--- src/rtl/operand_fetch_stage_pkg.sv ---
// Shared widths, zero-register constant and state encoding for the operand fetch stage.
package operand_fetch_stage_pkg;

    localparam int DEF_DATA_W = 16;
    localparam int DEF_ADDR_W = 4;
    localparam int ZERO_REG   = 0;

    typedef enum logic {
        ST_EMPTY = 1'b0,
        ST_FULL  = 1'b1
    } ofs_state_e;

endpackage

--- src/rtl/operand_fetch_stage_register_bank.sv ---
// Register bank: two async read ports, one sync write port, entry 0 reads as zero.
module register_bank
    import operand_fetch_stage_pkg::*;
#(
    parameter int DATA_W = DEF_DATA_W,
    parameter int ADDR_W = DEF_ADDR_W
) (
    input  logic              clock,
    input  logic              reset,
    input  logic [ADDR_W-1:0] raddr_a,
    input  logic [ADDR_W-1:0] raddr_b,
    output logic [DATA_W-1:0] rdata_a,
    output logic [DATA_W-1:0] rdata_b,
    input  logic              we,
    input  logic [ADDR_W-1:0] waddr,
    input  logic [DATA_W-1:0] wdata
);

    localparam int NUM_REGS = 1 << ADDR_W;

    logic [DATA_W-1:0] mem_q [NUM_REGS];

    // Entry 0 is reset with the rest and never written, so it stays zero.
    always_ff @(posedge clock or negedge reset) begin
        if (!reset) begin
            for (int i = 0; i < NUM_REGS; i++) mem_q[i] <= '0;
        end else if (we && (waddr != ADDR_W'(ZERO_REG))) begin
            mem_q[waddr] <= wdata;
        end
    end

    assign rdata_a = mem_q[raddr_a];
    assign rdata_b = mem_q[raddr_b];

endmodule

--- src/rtl/operand_fetch_stage.sv ---
// Operand fetch: register bank read, write-back bypass select, one-entry output register.
// Optional OPERAND_HOLD_REFRESH_EN: held operands track write-backs to their source during a stall.
module operand_fetch_stage
    import operand_fetch_stage_pkg::*;
#(
    parameter int DATA_W = DEF_DATA_W,
    parameter int ADDR_W = DEF_ADDR_W
) (
    input  logic              clock,
    input  logic              reset,
    input  logic              in_valid,
    output logic              in_ready,
    input  logic [ADDR_W-1:0] B_R_Out_1,
    input  logic [ADDR_W-1:0] B_R_Out_2,
    input  logic              wb_en,
    input  logic [ADDR_W-1:0] B_R_Address_to_write,
    input  logic [DATA_W-1:0] wb_data,
    input  logic              by_pass_A,
    input  logic              by_pass_B,
    output logic              out_valid,
    input  logic              out_ready,
    output logic [DATA_W-1:0] op_a,
    output logic [DATA_W-1:0] op_b,
    output logic [ADDR_W-1:0] out_rs_a,
    output logic [ADDR_W-1:0] out_rs_b
);

    ofs_state_e        state_q;
    logic [DATA_W-1:0] op_a_q, op_a_d, op_b_q, op_b_d;
    logic [ADDR_W-1:0] rs_a_q, rs_b_q;
    logic [DATA_W-1:0] bank_a, bank_b, sel_a, sel_b;
    logic              fwd_a, fwd_b, accept;

    register_bank #(.DATA_W(DATA_W), .ADDR_W(ADDR_W)) u_bank (
        .clock   (clock),
        .reset   (reset),
        .raddr_a (B_R_Out_1),
        .raddr_b (B_R_Out_2),
        .rdata_a (bank_a),
        .rdata_b (bank_b),
        .we      (wb_en),
        .waddr   (B_R_Address_to_write),
        .wdata   (wb_data)
    );

    // The forwarding unit flags on address match only, so qualify with the live write.
    assign fwd_a  = by_pass_A & wb_en & (B_R_Out_1 != ADDR_W'(ZERO_REG));
    assign fwd_b  = by_pass_B & wb_en & (B_R_Out_2 != ADDR_W'(ZERO_REG));
    assign sel_a  = fwd_a ? wb_data : bank_a;
    assign sel_b  = fwd_b ? wb_data : bank_b;

    assign out_valid = (state_q == ST_FULL);
    assign in_ready  = !out_valid | out_ready;
    assign accept    = in_valid & in_ready;

    always_comb begin
        op_a_d = op_a_q;
        op_b_d = op_b_q;
        if (accept) begin
            op_a_d = sel_a;
            op_b_d = sel_b;
        end
`ifdef OPERAND_HOLD_REFRESH_EN
        else if (out_valid && !out_ready && wb_en) begin
            if (B_R_Address_to_write == rs_a_q && rs_a_q != ADDR_W'(ZERO_REG)) op_a_d = wb_data;
            if (B_R_Address_to_write == rs_b_q && rs_b_q != ADDR_W'(ZERO_REG)) op_b_d = wb_data;
        end
`endif
    end

    always_ff @(posedge clock or negedge reset) begin
        if (!reset) begin
            state_q <= ST_EMPTY;
            op_a_q  <= '0;
            op_b_q  <= '0;
            rs_a_q  <= '0;
            rs_b_q  <= '0;
        end else begin
            op_a_q <= op_a_d;
            op_b_q <= op_b_d;
            if (accept) begin
                rs_a_q <= B_R_Out_1;
                rs_b_q <= B_R_Out_2;
            end
            case (state_q)
                ST_EMPTY: if (accept) state_q <= ST_FULL;
                ST_FULL:  if (out_ready && !accept) state_q <= ST_EMPTY;
                default:  state_q <= ST_EMPTY;
            endcase
        end
    end

    assign op_a     = op_a_q;
    assign op_b     = op_b_q;
    assign out_rs_a = rs_a_q;
    assign out_rs_b = rs_b_q;

endmodule

--- config.mk ---
export PLATFORM = sky130hd
export DESIGN_NAME = operand_fetch_stage
export DESIGN_NICKNAME = d
export VERILOG_FILES = /design/src/rtl/operand_fetch_stage_pkg.sv /design/src/rtl/operand_fetch_stage_register_bank.sv /design/src/rtl/operand_fetch_stage.sv
export SDC_FILE = /design/constraint.sdc
export NUM_CORES = 1
export LEC_CHECK = 0
export CAP_MARGIN = 20
export CELL_PAD_IN_SITES_DETAIL_PLACEMENT = 0
export CELL_PAD_IN_SITES_GLOBAL_PLACEMENT = 1
export CORE_UTILIZATION = 41
export DETAILED_ROUTE_END_ITERATION = 12
export PLACE_DENSITY_LB_ADDON = 0.1
export SLEW_MARGIN = 40
export SYNTH_ARGS = -nofsm -noshare
export SYNTH_HDL_FRONTEND = slang
export SYNTH_HIERARCHICAL = 1
export SYNTH_SLANG_ARGS = --single-unit
--- constraint.sdc ---
create_clock -name clock -period 2.15 [get_ports clock]
set_input_delay 0.43 -clock clock [delete_from_list [all_inputs] [get_ports clock]]
set_output_delay 0.43 -clock clock [all_outputs]
set_load 0.01 [all_outputs]
==> flow_metrics.py <==
metrics = {
    "logic_synthesis": {
        "avgSynthCellArea_sq_um": 14.4,
        "netlist_top_cells_area": "dfrtp_1 49%, mux4_2 19%, mux2_2 18%, a22oi_1 3.2%, clkbuf_1 1.8%",
        "synth_fa_ha_area_share_pct": 0,
        "synth_top_family_by_area": "multiplexers",
        "synth_top_area_share_pct": 48.7,
        "yosys_warnings": 6,
        "synth_seq_cells": 297,
        "netlist.top_cell.by_area": "dfrtp_1",
        "syn-instance-count": 1058,
        "synth.net_count": 1093,
        "ys_types": 28,
        "synthesis.area_sq_um": 15200,
        "ys_seq_area_share_pct": 48.7,
        "synthMuxAreaShare_pct": 37.2,
        "synthXorXnorAreaFrac_pct": 0,
        "synthSimpleGateAreaFrac_pct": 3.83,
        "synth_compound_area_share_pct": 6.56,
    },
    "grt": {
        "grt_max_degree": 55,
        "grt_use_total_pct": 25.5,
        "first_global_vias": 10500,
        "antenna_found_initial": 0,
        "grt_pass1_wl_mm": 71.2,
        "grt_overflow": 0,
    },
    "die": {
        "die_height_microns": 195,
        "start_util_pct": 41.7,
        "core-area_sq_um": 36600,
        "dieWidth_microns": 195,
        "die_area_sq_um": 38000,
        "ios": 77,
        "rows": 70,
    },
    "detailed_routing": {
        "routed_wirelength_mm": 46.7,
        "vias": 10100,
        "drt_iter0_drc": 607,
        "drc_errors": 0,
        "avgViaCountPerCell": 6.05,
        "wl_per_cell_microns": 27.9,
        "drtPass1Iterations": 7,
        "antenna_left": 0,
    },
    "timing": {
        "whs_ns": 0.246,
        "hold_viol_final": 0,
        "worst_pin_slew_ns": 0.673,
        "fmax_mhz": 485,
        "finClkSkew_ns": 0.0121,
        "setup_ws_ns": 0.0900,
        "setup_viol": 0,
        "rsz0062_at_grt": "false",
        "fin_crit_sh_pct": 95.8,
        "slew_headroom_pct": 55.0,
        "fin_crit_ns": 2.06,
        "finalMaxSlewViolations": 0,
    },
    "cts": {
        "cts_made_buffers": 35,
        "clockBufferDepth": 3,
        "post_cts_buffers": 0,
        "hold_buffers": 1,
        "cts_resized": 0,
        "worstSkewPairLatency_ns": 0.51,
        "cts-root-buf": "clkbuf_16",
        "htreeDepth": 2,
        "cts.clk_slew.worst_paths_ns": 0.06,
        "cts_sinks": 297,
        "cts_tree": "done",
    },
    "cells_and_area": {
        "syn2layout_area_growth_pct": 21.9,
        "final_area_sq_um": 18600,
        "final_layout_size_suffix_gt1_share_pct": 47.2,
        "layout_commonest_cell": "dfrtp_1",
        "post-route-util_pct": 50.8,
        "final_cell_mix": "297 x dfrtp_1, 242 x mux2_2, 128 x mux4_2, 99 x buf_4, 71 x clkdlybuf4s50_1",
        "fin_nets": 1216,
    },
    "worst_setup_path": {
        "cp.arrival_ns": 1.63,
        "r2r_slack_ns": 0.44,
        "reg2reg_to": "op_b[9]",
        "crit_type": "primary input to output pin",
        "slowest_delay_ns": 0.57,
        "critPathMaxFanout": 3,
        "worstReg2RegStart": "u_bank/mem_q[89]",
        "endpoint": "in_ready",
        "critPathMostFrequentCell": "clkdlybuf4s50_1",
        "crit_slowest_cell": "clkdlybuf4s50_1",
        "start_kind": "primary input",
        "startpoint": "out_ready",
        "end_kind": "output pin",
        "cp_cell_sequence": "clkdlybuf4s50_1 -> nand2b_1 -> clkdlybuf4s50_1",
        "required_ns": 1.72,
        "reg2regPathDepth": 5,
    },
    "min_path": {
        "min_path_type": "primary input to flip-flop",
    },
    "power_and_ir_drop": {
        "p_sw_mw": 4.68,
        "clkPwrFrac_pct": 33.2,
        "total_leakage_power_nw": 7.65,
        "max-vdd-ir-drop_uv": 462,
        "power.density_nw_per_um2": 931,
        "pwr-share-seq_pct": 43.9,
        "combPwrFrac_pct": 22.8,
        "internal_power_mw": 12.6,
        "swShare_pct": 27.0,
    },
    "placed_design": {
        "portBuffers": 76,
        "dp_hpwl_mm": 32.0,
        "gp_congestion": 0.802,
        "dp_worst_setup_slack_ns": -0.133,
        "placed_cell_area_sq_um": 17500,
    },
    "run_status": {
        "status": "finished, final reports clean",
    },
    "run": {
        "drv_cap": 0,
    },
}
==> how the worst min path moves through the flow <==
| stage | start | slack (ns) | to | cells after the start |
|---|---|---|---|---|
| 3_5_place_dp | reset | 0.36 | out_rs_a[0] | 1 |
| 6_report | B_R_Out_1[0] | 0.25 | out_rs_a[0] | 2 |
| 3_3_place_gp | reset | 0.36 | out_rs_a[0] | 1 |
| 5_1_grt | B_R_Out_1[0] | 0.26 | out_rs_a[0] | 2 |
| 2_1_floorplan | reset | 0.13 | op_a[0] | 0 |
| 4_1_cts | B_R_Out_1[0] | 0.23 | out_rs_a[0] | 2 |
==> per-layer routing <==
layer | routed length, microns | global-route usage (%) | part of all wire, %
met1 | 21500 | 37.2 | 46
met2 | 21400 | 38.9 | 46
met3 | 2790 | 5.08 | 6.0
met4 | 1060 | 6.82 | 2.3
met5 | 0 | 0 | 0
==> Yosys cell counts (all sizes together) <==
| library cell | count |
|---|---|
| a21oi | 32 |
| a22oi | 64 |
| a31oi | 32 |
| and2 | 3 |
| and3 | 1 |
| buf | 48 |
| clkbuf | 74 |
| dfrtp | 297 |
| mux2 | 248 |
| mux4 | 128 |
| nand2 | 35 |
| nand2b | 5 |
| nand3 | 1 |
| nand3b | 3 |
| nand4 | 32 |
| nor2 | 11 |
| nor2b | 4 |
| nor3b | 1 |
| nor4 | 2 |
| o21ai | 32 |
| or3 | 3 |
| or4 | 2 |
==> final cells by class <==
class | count | area, sq um
tap | 468 | 586
antenna | 1 | 2.50
clock buffer | 54 | 1050
fill | 3162 | 18000
timing repair buffer | 208 | 2200
sequential | 297 | 7430
multi-input combinational | 639 | 7270
clock inverter | 4 | 51.3
==> flip-flops by register name (all words and copies together) (netlist names) <==
name and cells:
out_rs_b 4, op_b 16, out_valid 1, op_a 16, out_rs_a 4, u_bank/mem_q 256
==> worst max-delay path, delay by kind of cell <==
| family | cells | cell delay [ns] |
|---|---|---|
| simple gates | 1 | 0.19 |
| buf+inv | 2 | 1.01 |
==> cell families after synthesis <==
group,after synthesis
AOI/OAI and AO/OA,160
buffers and inverters,122
DFF,297
muxes,376
and+or+nand+nor,103
==> power by group through the flow <==
stage / Combinational [mW] / Clock [mW] / Sequential, mW
floorplan: 2.58 / 0 / 7.47
global placement: 3.90 / 0 / 7.65
detailed placement: 3.96 / 0 / 7.69
CTS: 3.97 / 5.89 / 7.60
global route: 4.23 / 6.14 / 7.79
finish: 3.95 / 5.75 / 7.61
==> through the flow <==
stage               setup TNS [ns]  power [mW]  instances
finish                           0        17.3       1671
floorplan                        0        10.0       1058
global route                     0        18.2       1670
CTS                              0        17.5       1670
detailed placement           -4.68        11.7       1611
global placement             -3.35        11.5       1611
(Power assumes the default switching activity.)
